===== src/rtl/huc_map_pkg.sv =====
// HuCard mapper shared types: bus structs, mapping modes, register base, mask helper.
// Pure declarations; no logic or latency.
// No flow control; the HuCard bus is a plain strobed interface.
package huc_map_pkg;

  typedef enum logic [1:0] {
    MAP_LINEAR = 2'd0,
    MAP_SPLIT  = 2'd1,
    MAP_SF2    = 2'd2
  } MapMode;

  // Bank register window $001FF0..$001FF3; compare uses bits [20:2]
  localparam logic [20:0] SF2_REG_BASE = 21'h001FF0;

  // Widest ROM address carried in the MemCtrl struct; ROM_AW must not exceed it
  localparam int MAX_AW = 24;

  typedef struct packed {
    logic [20:0] addr;
    logic [7:0]  data;
    logic        ce;
    logic        oe;
    logic        we;
  } CpuBus;

  typedef struct packed {
    CpuBus       cpu;
    logic [7:0]  rom_q;
    logic [7:0]  ram_q;
  } HucIn;

  typedef struct packed {
    logic              ce;
    logic              ce2;
    logic              oe;
    logic              we;
    logic [MAX_AW-1:0] addr;
    logic [7:0]        dati;
  } MemCtrl;

  typedef struct packed {
    MemCtrl      rom;
    MemCtrl      ram;
    logic        cart_ce;
    logic [7:0]  cart_dato;
  } HucOut;

  // Byte mask for a power-of-two segment given in KB
  function automatic logic [31:0] seg_mask(input int kb);
    return (32'(kb) * 32'd1024) - 32'd1;
  endfunction

endpackage


===== src/rtl/huc_bank_reg.sv =====
// SF2 bank register: latches sel mod BANKS on the rising edge of the qualified write strobe.
// New bank visible one clock after the edge.
// No backpressure; held or back-to-back strobes latch only once.
module huc_bank_reg
  import huc_map_pkg::*;
#(
  parameter int BANKS = 4
) (
  input  logic       clk,
  input  logic       rst_n,
  input  logic       hit,
  input  logic [1:0] sel,
  output logic [1:0] bank_o
);

  logic [1:0] bank_q, bank_d;
  logic       wr_q;
  // arm_q stays low for the first cycle out of reset so a strobe that
  // was already active across reset release is treated as held, not new
  logic       arm_q;
  logic       rise;

  assign rise = hit & ~wr_q & arm_q;

  // Next bank: reduced selector on a fresh write edge, otherwise hold
  always_comb begin
    bank_d = bank_q;
    if (rise) bank_d = 2'(({1'b0, sel}) % 3'(BANKS));
  end

  // Bank, edge-detect and arm state with synchronous active-low reset
  always_ff @(posedge clk) begin
    if (!rst_n) begin
      bank_q <= 2'd0;
      wr_q   <= 1'b0;
      arm_q  <= 1'b0;
    end else begin
      bank_q <= bank_d;
      wr_q   <= hit;
      arm_q  <= 1'b1;
    end
  end

  assign bank_o = bank_q;

endmodule


===== src/rtl/huc_map.sv =====
// HuCard mapper: CPU physical address -> cart ROM address (linear, split, SF2 banked).
// Zero latency on address/strobes; SF2 bank change visible one clock after the write edge.
// No backpressure; CPU strobes pass straight through to the ROM controller.
module huc_map
  import huc_map_pkg::*;
#(
  parameter MapMode MAP_MODE  = MAP_SPLIT,
  parameter int     SEG_A_KB  = 256,
  parameter int     SEG_B_KB  = 128,
  parameter int     SF2_BANKS = 4,
  parameter int     ROM_AW    = 22
) (
  input  logic  clk,
  input  logic  rst_n,
  input  HucIn  huc_i,
  output HucOut huc_o
);

  if (ROM_AW > MAX_AW) begin : g_err_aw
    $error("huc_map: ROM_AW exceeds MAX_AW");
  end
  if ((SEG_A_KB + SEG_B_KB) * 1024 > (1 << ROM_AW)) begin : g_err_seg
    $error("huc_map: SEG_A + SEG_B exceeds ROM address space");
  end
  if ((SF2_BANKS + 1) * 512 * 1024 > (1 << ROM_AW)) begin : g_err_sf2
    $error("huc_map: SF2 banks exceed ROM address space");
  end
  if (SF2_BANKS < 1 || SF2_BANKS > 4) begin : g_err_banks
    $error("huc_map: SF2_BANKS must be 1..4");
  end

  localparam logic [31:0] MASK_A = seg_mask(SEG_A_KB);
  localparam logic [31:0] MASK_B = seg_mask(SEG_B_KB);
  localparam logic [31:0] BASE_B = 32'(SEG_A_KB) * 32'd1024;
  localparam logic [31:0] AW_MASK = (32'd1 << ROM_AW) - 32'd1;

  logic [31:0] a32;
  logic [31:0] rom_addr32;

  assign a32 = {11'b0, huc_i.cpu.addr};

  if (MAP_MODE == MAP_LINEAR) begin : g_linear
    logic unused_clkrst;
    assign unused_clkrst = clk ^ rst_n;
    // Linear: mirror ROM across the window
    always_comb rom_addr32 = a32 & MASK_A;
  end else if (MAP_MODE == MAP_SPLIT) begin : g_split
    logic unused_clkrst;
    assign unused_clkrst = clk ^ rst_n;
    // Split: lower half -> segment A, upper half -> segment B placed after A
    always_comb begin
      rom_addr32 = a32 & MASK_A;
      if (a32[19]) rom_addr32 = BASE_B + (a32 & MASK_B);
    end
  end else begin : g_sf2
    logic       hit;
    logic [1:0] bank;

    assign hit = huc_i.cpu.ce & huc_i.cpu.we &
                 (huc_i.cpu.addr[20:2] == SF2_REG_BASE[20:2]);

    huc_bank_reg #(
      .BANKS (SF2_BANKS)
    ) u_bank (
      .clk    (clk),
      .rst_n  (rst_n),
      .hit    (hit),
      .sel    (huc_i.cpu.addr[1:0]),
      .bank_o (bank)
    );

    // SF2: lower 512K fixed, upper 512K window selects bank+1
    always_comb begin
      rom_addr32 = {13'b0, a32[18:0]};
      if (a32[19]) rom_addr32 = (32'({1'b0, bank} + 3'd1) << 19) | {13'b0, a32[18:0]};
    end
  end

  // Strobe pass-through and read-data steering
  always_comb begin
    huc_o          = '0;
    huc_o.rom.ce   = ~huc_i.cpu.addr[20];
    huc_o.rom.ce2  = huc_i.cpu.ce;
    huc_o.rom.oe   = huc_i.cpu.oe;
    huc_o.rom.we   = 1'b0;
    huc_o.rom.addr = MAX_AW'(rom_addr32 & AW_MASK);
    huc_o.rom.dati = huc_i.cpu.data;
    huc_o.ram.ce   = 1'b0;
    huc_o.cart_ce  = huc_o.rom.ce | huc_o.ram.ce;
    huc_o.cart_dato = huc_o.rom.ce ? huc_i.rom_q : huc_i.ram_q;
  end

endmodule

===== config.mk =====
export PLATFORM = sky130hd
export DESIGN_NAME = huc_map
export DESIGN_NICKNAME = d
export VERILOG_FILES = /design/src/rtl/huc_map_pkg.sv /design/src/rtl/huc_bank_reg.sv /design/src/rtl/huc_map.sv
export SDC_FILE = /design/constraint.sdc
export NUM_CORES = 1
export LEC_CHECK = 0
export ABC_AREA = 1
export CORE_ASPECT_RATIO = 1.2
export CORE_MARGIN = 1.5
export CORE_UTILIZATION = 21
export DETAILED_ROUTE_END_ITERATION = 10
export PLACE_DENSITY = 0.88
export SLEW_MARGIN = 30
export SYNTH_ARGS = -nofsm -noshare
export SYNTH_HDL_FRONTEND = slang
export SYNTH_HIERARCHICAL = 1
export SYNTH_SLANG_ARGS = --single-unit

===== constraint.sdc =====
create_clock -name vclk -period 0.8
set_input_delay 0.08 -clock vclk [all_inputs]
set_output_delay 0.08 -clock vclk [all_outputs]
set_load 0.005 [all_outputs]

# Word-level counts from Yosys, hierarchy flattened
# Index checks and enable logic that the tools add are counted.
[totals]
register_bits = 0
in_bits = 50
output_inout_bits = 81
wordCells = 4
[op_classes]
addsub = 1
muxes = 2
bitwise_logic = 1
[op_table]
columns = ["cell", "n"]
rows = [
  ["22-bit 2-to-1 mux", 1],
  ["19-bit by 17-bit adder with 20-bit output, first input constant", 1],
  ["8-bit 2-to-1 mux", 1],
  ["1-bit NOT", 1],
]

# Longest topological paths before layout
# Gate-level depths: netlist of run 1.
[depth]
word_depth = 2
ltp_mapped = 4
mapped_depth_nobuf = 3

# Least setup slack after synthesis of run 1
# Ideal clock, no wire load.
[synth_path]
path_kind = "input -> output"
startpoint = "in huc_i[47] (netlist name)"
endpoint = "out huc_o[0] (netlist name)"
t_arrival_ns = 0.427
t_required_ns = 0.720
setup_slack_ns = 0.293
cell_stages = 4
n_path_buf = 1
path_cell_list = "buf_6 inv_2 nand2_1 nand2_1"
[synth_rtl]
columns = ["item", "line", "source"]
rows = [
  ["start: declaration", "huc_map.sv:15", "input HucIn huc_i,"],
  ["end: declaration", "huc_map.sv:16", "output HucOut huc_o"],
]

==> flow_metrics.env, run 1 <==
export IMPL_synth_area_mux_share_pct=0
export IMPL_multiInputGateArea_um2=251
export IMPL_dp_cells=136
export IMPL_placed_area_um2=627
export IMPL_hold_start="huc_i[34]"
export IMPL_status="finished clean"
export IMPL_synth_cell_types=7
export IMPL_rsz0062_at_grt="no"
export IMPL_gr_usage_all_layers_pct=7.51
export IMPL_synth_compound_gate_area_share_pct=0
export IMPL_die_x_um=53.8
export IMPL_num_clock_buffers=0
export IMPL_io_buffer_count=31
export IMPL_fp_coreArea_um2=2860
export IMPL_final_cells=138
export IMPL_critPathBufInv=4
export IMPL_io_pins=131
export IMPL_crit_required_ns=0.72
export IMPL_grt_pass1_vias=339
export IMPL_first_pass_iters=1
export IMPL_power_density_nw_per_um2=396
export IMPL_period_minus_slack_ns=0.718
export IMPL_syn_to_final_growth_pct=-10.8
export IMPL_placementRows=21
export IMPL_maxCapViolCount=0
export IMPL_grt_pass1_wl_um=1840
export IMPL_min_period_over_period_pct=89.8
export IMPL_hpwlAfterDp_um=1290
export IMPL_routedWlPerCell_um=10.5
export IMPL_vias=435
export IMPL_layout_common_cells="42 x conb_1, 24 x nand2_1, 18 x dlygate4sd2_1"
export IMPL_die_area_um2=3440
export IMPL_netlist_area_um2=649
export IMPL_hold_violations=0
export IMPL_synthSimpleGateAreaFrac_pct=14.5
export IMPL_grt_overflow_total=0
export IMPL_cp_start_kind="input port"
export IMPL_dr_first_iter_drc_count=0
export IMPL_crit_start="huc_i[47]"
export IMPL_cpPeakStageDelay_ns=0.25
export IMPL_power_leakage_nw=0.403
export IMPL_path_cells="buf_6 -> clkinvlp_4 -> buf_4 -> dlygate4sd2_1"
export IMPL_antenna_cells=0
export IMPL_avgSynthCellArea_um2=6.49
export IMPL_synth_top_family_by_area="buffers and inverters"
export IMPL_synth_area_leaders="buf_4 82%, nand2_1 14%, buf_6 1.7%"
export IMPL_yosysSeqAreaShare_pct=0
export IMPL_final_common_cell="conb_1"
export IMPL_synth_xor_area_share_pct=0
export IMPL_drc_errors=0
export IMPL_min_path_type="in -> out"
export IMPL_fp_dieH_um=63.9
export IMPL_drive_gt1_share_pct=15.4
export IMPL_worstSetupEndpointType="output pin"
export IMPL_grt_max_degree=8
export IMPL_critical_path_class="in -> out"
export IMPL_crit_family="buffers and inverters"
export IMPL_routed_wl_um=1450
export IMPL_ys_warn_count=6
export IMPL_fin_area_um2=579
export IMPL_slew_viol_final=0
export IMPL_synth_top_area_share_pct=82.1
export IMPL_finalSetupViolCount=0
export IMPL_seq_cells=0
export IMPL_fillers=345
export IMPL_syn_inst=100
export IMPL_clock_fmax_mhz=1390
export IMPL_critPathSlowestCell="dlygate4sd2_1"
export IMPL_fin_hold_ws_ns=0.160
export IMPL_seq_area_um2=0
export IMPL_ant_nets=0
export IMPL_synth_largest_area_cell="buf_4"
export IMPL_start_util_pct=22.7
export IMPL_final_util_pct=20.2
export IMPL_vdd_ir_drop_max_uv=113
export IMPL_fin_nets=156
export IMPL_gp_congestion=0.722
export IMPL_synthAdderAreaFrac_pct=0
export IMPL_critPathMaxFanout=4
export IMPL_crit_arrival_ns=0.64
export IMPL_vias_per_cell=3.15
export IMPL_ctsHoldBuffers=0
export IMPL_grt_antenna_before_repair=0
==> power breakdown <==
part | total (mW) | leakage, nW | internal, mW | switching, mW
registers | 0 | 0 | 0 | 0
logic | 0.229 | 0.403 | 0.107 | 0.122
clock network | 0 | 0 | 0 | 0
==> layer usage <==
metal | vias to the layer above | share of wire, % | global-route usage, %
met2 | 70 | 48 | 13.0
met4 | 0 | 2.5 | 1.28
met1 | 169 | 24 | 6.50
li1 | 192 | - | -
met5 | - | 0 | 0
met3 | 4 | 25 | 6.31
==> logic make-up (layout without fill, tap and decap cells) <==
| family | Yosys count | in the layout |
|---|---|---|
| buffers and inverters | 74 | 37 |
| AND/OR/NAND/NOR | 25 | 25 |
| other | 1 | 42 |
==> synth_stat cells <==
library cell and number:
inv_2 1, buf_6 1, nor2_1 1, nand2_1 24
inv_1 1, buf_4 71, conb_1 1
==> repair_timing <==
action	4_1_cts	5_1_grt
cloned	1	0
resized for setup	65	3
pin swaps	11	2
endpoints found under the hold margin	0	0
buffers inserted	1	0
endpoints found under the setup margin	12	4
==> stage by stage <==
step                power, mW  worst slack (ns)  setup TNS [ns]
finish                  0.229            0.0816               0
global route            0.269            0.0133               0
CTS                     0.230           -0.0323         -0.0323
detailed placement      0.287            -0.680           -7.31
global placement        0.285            -0.680           -7.19
floorplan               0.362             0.293               0
==> final timing paths <==
kind                         to  cells after the start
worst max-delay path  huc_o[80]                      4
worst min-delay path  huc_o[60]                      0
==> area by class of cell <==
cell class,instances,area share [%]
Timing Repair inverter,1,1.30
Multi-Input combinational cell,67,43.4
Inverter,2,1.30
Timing Repair Buffer,34,46.7
Tap cell,34,7.34
(Power assumes the default switching activity.)
==> inputs of run 2 (changes only) <==
--- a/config.mk
+++ b/config.mk
@@ -6,12 +6,13 @@
 export NUM_CORES = 1
 export LEC_CHECK = 0
 export ABC_AREA = 1
+export ABC_CLOCK_PERIOD_IN_PS = 800
 export CORE_ASPECT_RATIO = 1.2
 export CORE_MARGIN = 1.5
 export CORE_UTILIZATION = 21
 export DETAILED_ROUTE_END_ITERATION = 10
 export PLACE_DENSITY = 0.88
-export SLEW_MARGIN = 30
+export SLEW_MARGIN = 10
 export SYNTH_ARGS = -nofsm -noshare
 export SYNTH_HDL_FRONTEND = slang
 export SYNTH_HIERARCHICAL = 1
==> results of run 2 <==
Final layout, timing and power as in run 1 (identical DEF).
